===== src/rtl/regfile_write_arbiter_pkg.sv =====
// Shared constants and types for the register-file write arbiter:
// register address/data widths, the hardwired-zero register, and the grant encoding.
package regfile_write_arbiter_pkg;
  localparam int REG_ADDR_W = 5;
  localparam int REG_DATA_W = 32;
  localparam int REG_ZERO   = 0;

  typedef enum logic {
    GNT_REQ0 = 1'b0,
    GNT_REQ1 = 1'b1
  } grant_e;
endpackage


===== src/rtl/regarb_fifo.sv =====
// Synchronous {addr, data} FIFO for one writeback requester; exposes the head entry
// plus a per-slot valid/addr view so the parent can check pending-write hazards.
module regarb_fifo
  import regfile_write_arbiter_pkg::*;
#(
  parameter int DEPTH  = 2,
  parameter int ADDR_W = REG_ADDR_W,
  parameter int DATA_W = REG_DATA_W
) (
  input  logic                    clk,
  input  logic                    reset,
  input  logic                    push_i,
  input  logic                    pop_i,
  input  logic [ADDR_W-1:0]       push_addr_i,
  input  logic [DATA_W-1:0]       push_data_i,
  output logic                    full_o,
  output logic                    empty_o,
  output logic [ADDR_W-1:0]       head_addr_o,
  output logic [DATA_W-1:0]       head_data_o,
  output logic [DEPTH-1:0]        ent_vld_o,
  output logic [DEPTH*ADDR_W-1:0] ent_addr_o
);
  localparam int PTR_W = $clog2(DEPTH);
  localparam int CNT_W = PTR_W + 1;

  logic [PTR_W-1:0]  head_q, head_d, tail_q, tail_d;
  logic [CNT_W-1:0]  count_q, count_d;
  logic [ADDR_W-1:0] addr_mem_q [DEPTH];
  logic [DATA_W-1:0] data_mem_q [DEPTH];
  logic [PTR_W-1:0]  off [DEPTH];
  logic              do_push, do_pop;

  // A full FIFO refuses the push even when it pops in the same cycle.
  assign full_o  = (count_q == CNT_W'(DEPTH));
  assign empty_o = (count_q == '0);
  assign do_push = push_i && !full_o;
  assign do_pop  = pop_i && !empty_o;

  always_comb begin
    head_d  = head_q;
    tail_d  = tail_q;
    count_d = count_q;
    if (do_push) tail_d = tail_q + PTR_W'(1);
    if (do_pop)  head_d = head_q + PTR_W'(1);
    case ({do_push, do_pop})
      2'b10:   count_d = count_q + CNT_W'(1);
      2'b01:   count_d = count_q - CNT_W'(1);
      default: count_d = count_q;
    endcase
  end

  always_ff @(posedge clk) begin
    if (reset) begin
      head_q  <= '0;
      tail_q  <= '0;
      count_q <= '0;
    end else begin
      head_q  <= head_d;
      tail_q  <= tail_d;
      count_q <= count_d;
    end
  end

  always_ff @(posedge clk) begin
    if (do_push) begin
      addr_mem_q[tail_q] <= push_addr_i;
      data_mem_q[tail_q] <= push_data_i;
    end
  end

  assign head_addr_o = addr_mem_q[head_q];
  assign head_data_o = data_mem_q[head_q];

  // Slot i is live when its distance from the head is below the occupancy count.
  always_comb begin
    for (int i = 0; i < DEPTH; i++) begin
      off[i]                         = PTR_W'(i) - head_q;
      ent_vld_o[i]                   = ({1'b0, off[i]} < count_q);
      ent_addr_o[i*ADDR_W +: ADDR_W] = addr_mem_q[i];
    end
  end
endmodule


===== src/rtl/regfile_write_arbiter.sv =====
// Shares the register_file write port between the ALU/load and mul/div writebacks.
// Define REGARB_ROUND_ROBIN_EN for round-robin tie-breaking; default is fixed priority to requester 0.
module regfile_write_arbiter
  import regfile_write_arbiter_pkg::*;
#(
  parameter int DEPTH  = 2,
  parameter int ADDR_W = REG_ADDR_W,
  parameter int DATA_W = REG_DATA_W
) (
  input  logic              clk,
  input  logic              reset,
  input  logic              req0_valid,
  output logic              req0_ready,
  input  logic [ADDR_W-1:0] req0_addr,
  input  logic [DATA_W-1:0] req0_data,
  input  logic              req1_valid,
  output logic              req1_ready,
  input  logic [ADDR_W-1:0] req1_addr,
  input  logic [DATA_W-1:0] req1_data,
  output logic              rf_write,
  output logic [ADDR_W-1:0] rf_addr_in,
  output logic [DATA_W-1:0] rf_data_in,
  input  logic [ADDR_W-1:0] chk_addr_a,
  input  logic [ADDR_W-1:0] chk_addr_b,
  output logic              hazard,
  output logic              idle
);
  logic                    full0, empty0, full1, empty1;
  logic                    push0, push1, pop0, pop1, prefer0;
  logic [ADDR_W-1:0]       head_addr0, head_addr1;
  logic [DATA_W-1:0]       head_data0, head_data1;
  logic [DEPTH-1:0]        vld0, vld1;
  logic [DEPTH*ADDR_W-1:0] ents0, ents1;
  logic                    rf_write_q, rf_write_d;
  logic [ADDR_W-1:0]       rf_addr_q, rf_addr_d;
  logic [DATA_W-1:0]       rf_data_q, rf_data_d;
  logic                    hazard_c;

  function automatic logic addr_hit(input logic [ADDR_W-1:0] chk, input logic [ADDR_W-1:0] ent);
    return (chk != ADDR_W'(REG_ZERO)) && (chk == ent);
  endfunction

  assign req0_ready = !full0 && !reset;
  assign req1_ready = !full1 && !reset;
  assign push0      = req0_valid && req0_ready;
  assign push1      = req1_valid && req1_ready;

  regarb_fifo #(.DEPTH(DEPTH), .ADDR_W(ADDR_W), .DATA_W(DATA_W)) u_fifo0 (
    .clk(clk), .reset(reset), .push_i(push0), .pop_i(pop0),
    .push_addr_i(req0_addr), .push_data_i(req0_data),
    .full_o(full0), .empty_o(empty0), .head_addr_o(head_addr0), .head_data_o(head_data0),
    .ent_vld_o(vld0), .ent_addr_o(ents0)
  );

  regarb_fifo #(.DEPTH(DEPTH), .ADDR_W(ADDR_W), .DATA_W(DATA_W)) u_fifo1 (
    .clk(clk), .reset(reset), .push_i(push1), .pop_i(pop1),
    .push_addr_i(req1_addr), .push_data_i(req1_data),
    .full_o(full1), .empty_o(empty1), .head_addr_o(head_addr1), .head_data_o(head_data1),
    .ent_vld_o(vld1), .ent_addr_o(ents1)
  );

`ifdef REGARB_ROUND_ROBIN_EN
  grant_e last_gnt_q, last_gnt_d;

  // Ties go to whichever requester was not granted last; only contested cycles update it.
  always_comb begin
    last_gnt_d = last_gnt_q;
    if (!empty0 && !empty1) last_gnt_d = pop1 ? GNT_REQ1 : GNT_REQ0;
  end

  always_ff @(posedge clk) begin
    if (reset) last_gnt_q <= GNT_REQ1;
    else       last_gnt_q <= last_gnt_d;
  end

  assign prefer0 = (last_gnt_q == GNT_REQ1);
`else
  assign prefer0 = 1'b1;
`endif

  // Only entries already stored are eligible, so there is no input-to-output bypass.
  always_comb begin
    pop0 = 1'b0;
    pop1 = 1'b0;
    if (!empty0 && (empty1 || prefer0)) pop0 = 1'b1;
    else if (!empty1)                   pop1 = 1'b1;
  end

  always_comb begin
    rf_write_d = 1'b0;
    rf_addr_d  = rf_addr_q;
    rf_data_d  = rf_data_q;
    if (pop0) begin
      rf_addr_d  = head_addr0;
      rf_data_d  = head_data0;
      rf_write_d = (head_addr0 != ADDR_W'(REG_ZERO));
    end else if (pop1) begin
      rf_addr_d  = head_addr1;
      rf_data_d  = head_data1;
      rf_write_d = (head_addr1 != ADDR_W'(REG_ZERO));
    end
  end

  always_ff @(posedge clk) begin
    if (reset) begin
      rf_write_q <= 1'b0;
      rf_addr_q  <= '0;
      rf_data_q  <= '0;
    end else begin
      rf_write_q <= rf_write_d;
      rf_addr_q  <= rf_addr_d;
      rf_data_q  <= rf_data_d;
    end
  end

  assign rf_write   = rf_write_q;
  assign rf_addr_in = rf_addr_q;
  assign rf_data_in = rf_data_q;

  // A write is pending while it sits in either FIFO or in the output register.
  always_comb begin
    hazard_c = rf_write_q && (addr_hit(chk_addr_a, rf_addr_q) || addr_hit(chk_addr_b, rf_addr_q));
    for (int i = 0; i < DEPTH; i++) begin
      if (vld0[i] && (addr_hit(chk_addr_a, ents0[i*ADDR_W +: ADDR_W]) ||
                      addr_hit(chk_addr_b, ents0[i*ADDR_W +: ADDR_W]))) hazard_c = 1'b1;
      if (vld1[i] && (addr_hit(chk_addr_a, ents1[i*ADDR_W +: ADDR_W]) ||
                      addr_hit(chk_addr_b, ents1[i*ADDR_W +: ADDR_W]))) hazard_c = 1'b1;
    end
  end

  assign hazard = hazard_c;
  assign idle   = empty0 && empty1 && !rf_write_q;
endmodule


===== config.mk =====
export PLATFORM = sky130hd
export DESIGN_NAME = regfile_write_arbiter
export DESIGN_NICKNAME = d
export VERILOG_FILES = /design/src/rtl/regfile_write_arbiter_pkg.sv /design/src/rtl/regarb_fifo.sv /design/src/rtl/regfile_write_arbiter.sv
export SDC_FILE = /design/constraint.sdc
export NUM_CORES = 1
export LEC_CHECK = 0
export CAP_MARGIN = 20
export CORE_MARGIN = 2
export CORE_UTILIZATION = 60
export CTS_BUF_LIST = sky130_fd_sc_hd__clkbuf_4
export CTS_CLUSTER_SIZE = 14
export DETAILED_ROUTE_END_ITERATION = 6
export DONT_BUFFER_PORTS = 1
export PLACE_DENSITY_LB_ADDON = 0.12
export SKIP_CTS_REPAIR_TIMING = 1
export SLEW_MARGIN = 10
export SYNTH_ARGS = -nofsm -noshare
export SYNTH_HDL_FRONTEND = slang
export SYNTH_SLANG_ARGS = --single-unit

===== constraint.sdc =====
create_clock -name clk -period 4 [get_ports clk]
set_input_delay 0.4 -clock clk [delete_from_list [all_inputs] [get_ports clk]]
set_output_delay 0.4 -clock clk [all_outputs]
set_load 0.01 [all_outputs]

## Word level (Yosys, flattened, before mapping)

Memory sizes are Yosys's and may differ from the RTL's. A register that Yosys moved wholly into a read port is not among the register bits.
Index checks and enable logic that the tools add are counted.

- Register bits after elaboration: 46
- Memory bits (writable): 148
- Input bits: 88
- Word-level logic and storage cells: 117
- Memories: 4

- $add $sub $neg: 12
- $lt $le $gt $ge: 4
- Equal/unequal tests: 17
- Muxes and demuxes: 27
- Reductions and logical operators: 44

Memories:

| name | words | bits a word | read ports | clocked after Yosys merged registers in | write ports | line | RTL |
|---|---|---|---|---|---|---|---|
| u_fifo0.data_mem_q | 2 | 32 | 1 | 1 | 1 | regarb_fifo.sv:29 | `logic [DATA_W-1:0] data_mem_q [DEPTH];` |
| u_fifo1.data_mem_q | 2 | 32 | 1 | 1 | 1 | regarb_fifo.sv:29 |  |
| u_fifo0.addr_mem_q | 2 | 5 | 3 | 1 | 1 | regarb_fifo.sv:28 | `logic [ADDR_W-1:0] addr_mem_q [DEPTH];` |
| u_fifo1.addr_mem_q | 2 | 5 | 3 | 1 | 1 | regarb_fifo.sv:28 |  |

Operators by type and width:

| kind | count |
|---|---|
| $mux W32 | 2 |
| $eq A5 B5 Y1 | 10 |
| $logic_and A1 B1 Y1 | 25 |
| $mux W1 | 21 |
| $reduce_bool A5 Y1 | 4 |
| $mux W5 | 2 |
| $eq A2 B2 Y1 const B | 4 |
| $lt A1 B2 Y1 | 4 |
| $pmux W2 S2 | 2 |
| $logic_not A1 Y1 | 6 |
| $logic_or A1 B1 Y1 | 5 |
| $add A1 B1 Y1 const B | 4 |
| $add A2 B1 Y2 const B | 2 |
| $eq A2 B1 Y1 const B | 2 |
| $logic_not A2 Y1 | 2 |
| $reduce_bool A2 Y1 | 2 |
| $sub A1 B1 Y1 const A | 4 |
| $sub A2 B1 Y2 const B | 2 |
| $ne A2 B1 Y1 const B | 1 |

## Logic depth before layout (Yosys ltp)

An unclocked memory read counts as a cell.

- Depth in word-level cells: 9
- Mapped depth: 8

## Modules after synthesis

Synthesis repeated with hierarchy kept, for this count alone.

- Cells, all modules: 560
- Area, all modules: 8254.2 µm²

Modules (own cells, without submodules):

| module | instances | cells an instance | area each (µm²) |
|---|---|---|---|
| regarb_fifo | 2 | 145 | 2939.1 |
| regfile_write_arbiter | 1 | 270 | 2376.0 |

## Worst setup path before layout

OpenSTA, ideal clock, no wires.

- Path kind: flip-flop to flip-flop
- Start point: reg u_fifo1.count_q[0]
- End point: mem u_fifo1.addr_mem_q[0][0] (netlist bit), enable pin
- Library setup time: 0.431 ns
- Data arrival time: 2.574 ns
- Required time: 3.569 ns
- Setup slack: 0.995 ns
- Stages on the path, launching flop included: 6
- Clock period less this slack: 3.005 ns
- Cell sequence: dfxtp_1 -> buf_2 -> inv_1 -> a21oi_1 -> nand2_1 -> nor2_1

- Longest elaborated chain between the ends: 7

RTL lines:

| element | line | RTL |
|---|---|---|
| start, declared | regarb_fifo.sv:27 | `logic [CNT_W-1:0] count_q, count_d;` |
| start signal, assigned | regarb_fifo.sv:60 | `count_q <= count_d;` |
| $eq A2 B2 Y1 | regarb_fifo.sv:34 | `assign full_o = (count_q == CNT_W'(DEPTH));` |
| $logic_not A1 Y1 | regfile_write_arbiter.sv:44 | `assign req1_ready = !full1 && !reset;` |
| $logic_and A1 B1 Y1 | regfile_write_arbiter.sv:44 |  |
| named net req1_ready | regfile_write_arbiter.sv:17 | `output logic req1_ready,` |
| $logic_and A1 B1 Y1 | regfile_write_arbiter.sv:46 | `assign push1 = req1_valid && req1_ready;` |
| $logic_and A1 B1 Y1 | regarb_fifo.sv:36 | `assign do_push = push_i && !full_o;` |
| $mux W1 | regarb_fifo.sv:65 | `if (do_push) begin` |
| $mux W1 (implied by the code) | regarb_fifo.sv:66 | `addr_mem_q[tail_q] <= push_addr_i;` |
| end, declared | regarb_fifo.sv:28 |  |

The timed path passes the listed nets, and every way through them passes these cells.

## Worst setup path after layout

- Start point: reg u_fifo1.count_q[1]
- End point: out idle

- Longest elaborated chain between the ends: 3

RTL lines:

| element | line | RTL |
|---|---|---|
| $logic_not A2 Y1 | regarb_fifo.sv:35 | `assign empty_o = (count_q == '0);` |
| $logic_and A1 B1 Y1 (2 in series) | regfile_write_arbiter.sv:132 | `assign idle = empty0 && empty1 && !rf_write_q;` |
| end, declared | regfile_write_arbiter.sv:26 | `output logic idle` |

Every way passes these cells.

==> flow_summary.rst <==
.. list-table::
   :header-rows: 1

   * - Metric
     - Value
   * - Run status
     - completed
   * - Maximum clock rate
     - 380 MHz
   * - Worst ir drop on vdd
     - 0.346 mV
   * - Number of maximum-capacitance constraint violations
     - 0
   * - Clock input transition at the sequential cells of the worst setup and hold paths
     - 0.14 ns
   * - Share of the clock period used by the worst path after layout
     - 65.8%
   * - Top cell type's share of synthesized area
     - ~57%
   * - Power per cell area
     - 527 nW/um^2
   * - Synthesis-to-finish area growth
     - 15.5%
   * - Share of the core filled with cells
     - between 70% and 80%
   * - Most common cell in the netlist
     - sky130_fd_sc_hd__edfxtp_1
   * - Vias in the first global route
     - roughly 4,400
   * - Mapped cell area
     - ~7800 sq um
   * - Fraction of power spent switching nets
     - between 30 and 40%
   * - Gate Count Post-Synth
     - 551
   * - Measured slew at the worst slew-check pin
     - roughly 1.1 ns
   * - Routed via count
     - 4,657
   * - Setup repair after global routing missed its margin
     - false
   * - Initial antenna violation count
     - 0
   * - Number of enable-type register cells in the synthesized netlist
     - 148
   * - Leading post-synthesis cells by cell area
     - sky130_fd_sc_hd__edfxtp_1 57%, sky130_fd_sc_hd__dfxtp_1 12%, sky130_fd_sc_hd__mux2i_1 9.3%
   * - Number of H-tree branching levels
     - 4
   * - Crit path max fanout
     - 18
   * - Placeable core region
     - 12,700 sq um
   * - RR Startpoint
     - u_fifo1.count_q[1]$_SDFFE_PP0P_
   * - Routability congestion estimate
     - 0.886
   * - TritonCTS clock tree
     - done
   * - Number of clock sinks seen by CTS
     - 196
   * - Fraction of the mapped netlist area in simple logic gates
     - around 5.2%
   * - Proportion of synthesized chip area in sequential cells
     - between 60% and 70%
   * - Total congestion overflow
     - 0
   * - CTS Buf Count
     - 17
   * - Final-report hold violation count
     - 0
   * - Filler cell count
     - 903
   * - Total track usage
     - 23.4%
   * - Cell type with the largest total area after synthesis
     - sky130_fd_sc_hd__edfxtp_1
   * - Number of ports placed on the die boundary
     - 130
   * - Rel. slew slack
     - 29.1%
   * - Capturing point of the worst reg2reg path
     - u_fifo1.count_q[1]$_SDFFE_PP0P_
   * - Die height
     - 118 um
   * - Number of buffers on the longest clock path
     - 2
   * - Adder and majority gate portion of the synthesized area
     - less than 1%
   * - Wire length of the first global-routing pass
     - 24,200 um
   * - Syn_nets
     - 640
   * - Combinational family with the most area after synthesis
     - multiplexers
   * - Xor/xnor share of the synthesized area
     - about 6.3%
   * - Net switching power
     - 1.47 mW
   * - Multiplexer area fraction after synthesis
     - 9.47%
   * - CP arrival
     - 2.23 ns
   * - Die extent in x
     - 118 um
   * - Share of cells above drive strength 1
     - 8.44%
   * - Data required time at the worst endpoint
     - 3.60 ns
   * - Detailed Route WL
     - 16,800 um
   * - Die area
     - 14,000 sq um
   * - Clock share of power
     - 22.8%
   * - Syn_area_per_cell
     - 14.2 sq um
   * - Count of state elements after synthesis
     - between 150 and 200
   * - Maximum clock skew at final layout
     - 0.0252 ns
   * - Comb pwr share
     - roughly a fifth
   * - Count of final max-slew check failures
     - 0
   * - Min-Delay Endpoint
     - u_fifo0.tail_q$_SDFFE_PP0N_
   * - Ranking of synthesized cells by instance count
     - 148 x sky130_fd_sc_hd__edfxtp_1, 73 x sky130_fd_sc_hd__mux2i_1, 58 x sky130_fd_sc_hd__nor2_1
   * - Final worst path period need
     - 2.63 ns
   * - Endpoint type of the worst setup path
     - output port
   * - Worst setup timing slack at the placement stage
     - 1.50 ns
   * - Clock insertion delay at the later pin of the skew report
     - 0.57 ns
   * - Hold Slack
     - 0.133 ns
   * - Count of input and output buffers
     - 0
   * - Internal Power
     - roughly 3.3 mW
   * - Setup CP Type
     - flop to output port
   * - Net total in the final layout
     - 704
   * - Compound-gate portion of the synthesized area
     - approximately 7.3%
   * - Antenna diodes
     - 0
   * - Clock tree root buffer cell
     - sky130_fd_sc_hd__clkbuf_4
   * - Sequential Power Share
     - 55.9%
   * - Fraction of registers with async set/reset
     - 0%
   * - Effective utilization at floorplan
     - 61.8%
   * - Top flip-flop cell by instance count after synthesis
     - sky130_fd_sc_hd__edfxtp_1
   * - Maximum number of pins on one net before global-route repair
     - 51
   * - Library cells used by synthesis
     - 35
   * - Count of unresolved DRC violations after routing
     - 0
   * - Antenna-violating nets left
     - 0
   * - Leakage power total
     - 2.98 nW
   * - Average vias per placed instance
     - 5.82
   * - 1st-iter DRT viols
     - 351
   * - Startpoint class of the critical path
     - flop
   * - Minimum setup slack among reg-to-reg paths
     - 1.50 ns
   * - Setup tns final
     - 0 ns
   * - Number of placement rows
     - 41
   * - Average routed wire per standard cell
     - approximately 21 um
   * - Endpoints failing setup
     - 0
   * - Cell depth of the worst flop-to-flop path
     - 5
   * - Number of iterations in the first detailed-routing pass
     - 6
   * - Worst setup margin
     - 1.37 ns
   * - Kind of path behind the tightest hold check
     - input port to flop
   * - Worst hold path startpoint
     - req0_valid
   * - Half-perimeter wire length of the detailed placement result
     - between 10,000 and 15,000 um
   * - Number of cells traversed by the worst hold path
     - 3
   * - Number of warnings printed during yosys synthesis
     - 0
[cells by family after synthesis]
group,count (synthesis)
flops,196
compound gates,96
xor+xnor,56
fa+ha+maj,1
mux,74
buf+inv,40
simple gates,88
[sequential cells by signal, indices dropped and copies added (netlist names), 2 cells and up, named ones only]
name	cells
u_fifo1.count_q	2
u_fifo0.addr_mem_q	10
u_fifo0.count_q	2
u_fifo1.data_mem_q	64
u_fifo1.addr_mem_q	10
rf_addr_in	5
u_fifo0.data_mem_q	64
rf_data_in	32
[worst max-delay path, stage by stage (launching register included)]
cell	delay [ns]
sky130_fd_sc_hd__dfxtp_1	0.45
sky130_fd_sc_hd__nor4_4	0.90
sky130_fd_sc_hd__nor2b_1	0.32
[area by class of cell]
cell class | count | area [sq um] | share of cell area (%)
clock buffer | 19 | 143 | 1.58
tap | 172 | 215 | 2.38
sequential | 196 | 5410 | 59.8
clock inverter | 13 | 160 | 1.77
inverter | 3 | 11.3 | 0.124
multi-input combinational | 315 | 2260 | 25.0
timing repair buffer | 82 | 848 | 9.38
[layout by cell type (no fill, tap or decap), types with 4 or more instances in the layout]
cell type	netlist	layout
sky130_fd_sc_hd__clkbuf_4	0	19
sky130_fd_sc_hd__mux2i_1	73	73
sky130_fd_sc_hd__dfxtp_1	48	46
sky130_fd_sc_hd__nor2_1	58	55
sky130_fd_sc_hd__a21oi_1	41	41
sky130_fd_sc_hd__xnor2_1	40	40
sky130_fd_sc_hd__nand3_1	9	9
sky130_fd_sc_hd__buf_4	0	4
sky130_fd_sc_hd__dlygate4sd3_1	0	75
sky130_fd_sc_hd__nor4_1	6	6
sky130_fd_sc_hd__xor2_1	16	16
sky130_fd_sc_hd__o22ai_1	39	39
sky130_fd_sc_hd__edfxtp_1	148	148
sky130_fd_sc_hd__o211ai_1	4	4
[power by group through the flow]
stage	Sequential, mW	Combinational (mW)	Clock [mW]
after floorplan	2.58	0.817	0
after global placement	2.70	0.885	0
after detailed placement	2.71	0.924	0
after CTS	2.66	0.928	1.10
after global routing	2.69	1.12	1.18
final	2.66	1.02	1.09
[how the worst max path moves through the flow]
| stage | from | to | slack [ns] | depth (start not counted) |
|---|---|---|---|---|
| 3_3_place_gp | u_fifo1.count_q[0]$_SDFFE_PP0P_ | u_fifo1.data_mem_q[0][5]$_DFFE_PP_ | 1.49 | 4 |
| 2_1_floorplan | u_fifo1.count_q[0]$_SDFFE_PP0P_ | u_fifo1.addr_mem_q[0][0]$_DFFE_PP_ | 0.99 | 5 |
| 4_1_cts | u_fifo0.count_q[1]$_SDFFE_PP0P_ | idle | 1.31 | 2 |
| 5_1_grt | u_fifo1.count_q[1]$_SDFFE_PP0P_ | idle | 1.18 | 2 |
| 6_report | u_fifo1.count_q[1]$_SDFFE_PP0P_ | idle | 1.37 | 2 |
| 3_5_place_dp | u_fifo1.count_q[1]$_SDFFE_PP0P_ | u_fifo1.count_q[1]$_SDFFE_PP0P_ | 1.50 | 5 |
[metrics by stage]
step                      area (sq um)  power [mW]  instances
after detailed placement          7960        3.63        691
after CTS                         8260        4.69        723
after floorplan                   7830        3.40        551
after global routing              9050        4.99        800
after global placement            7930        3.58        690
final                             9050        4.77        800
[routing by layer]
| metal | part of all wire [%] | global-route usage [%] |
|---|---|---|
| met1 | 40 | 27.6 |
| met2 | 51 | 38.5 |
| met3 | 7.7 | 10.1 |
| met4 | 0.94 | 7.61 |
| met5 | 0 | 0 |
Note: power is estimated with default switching activity, not from simulation.
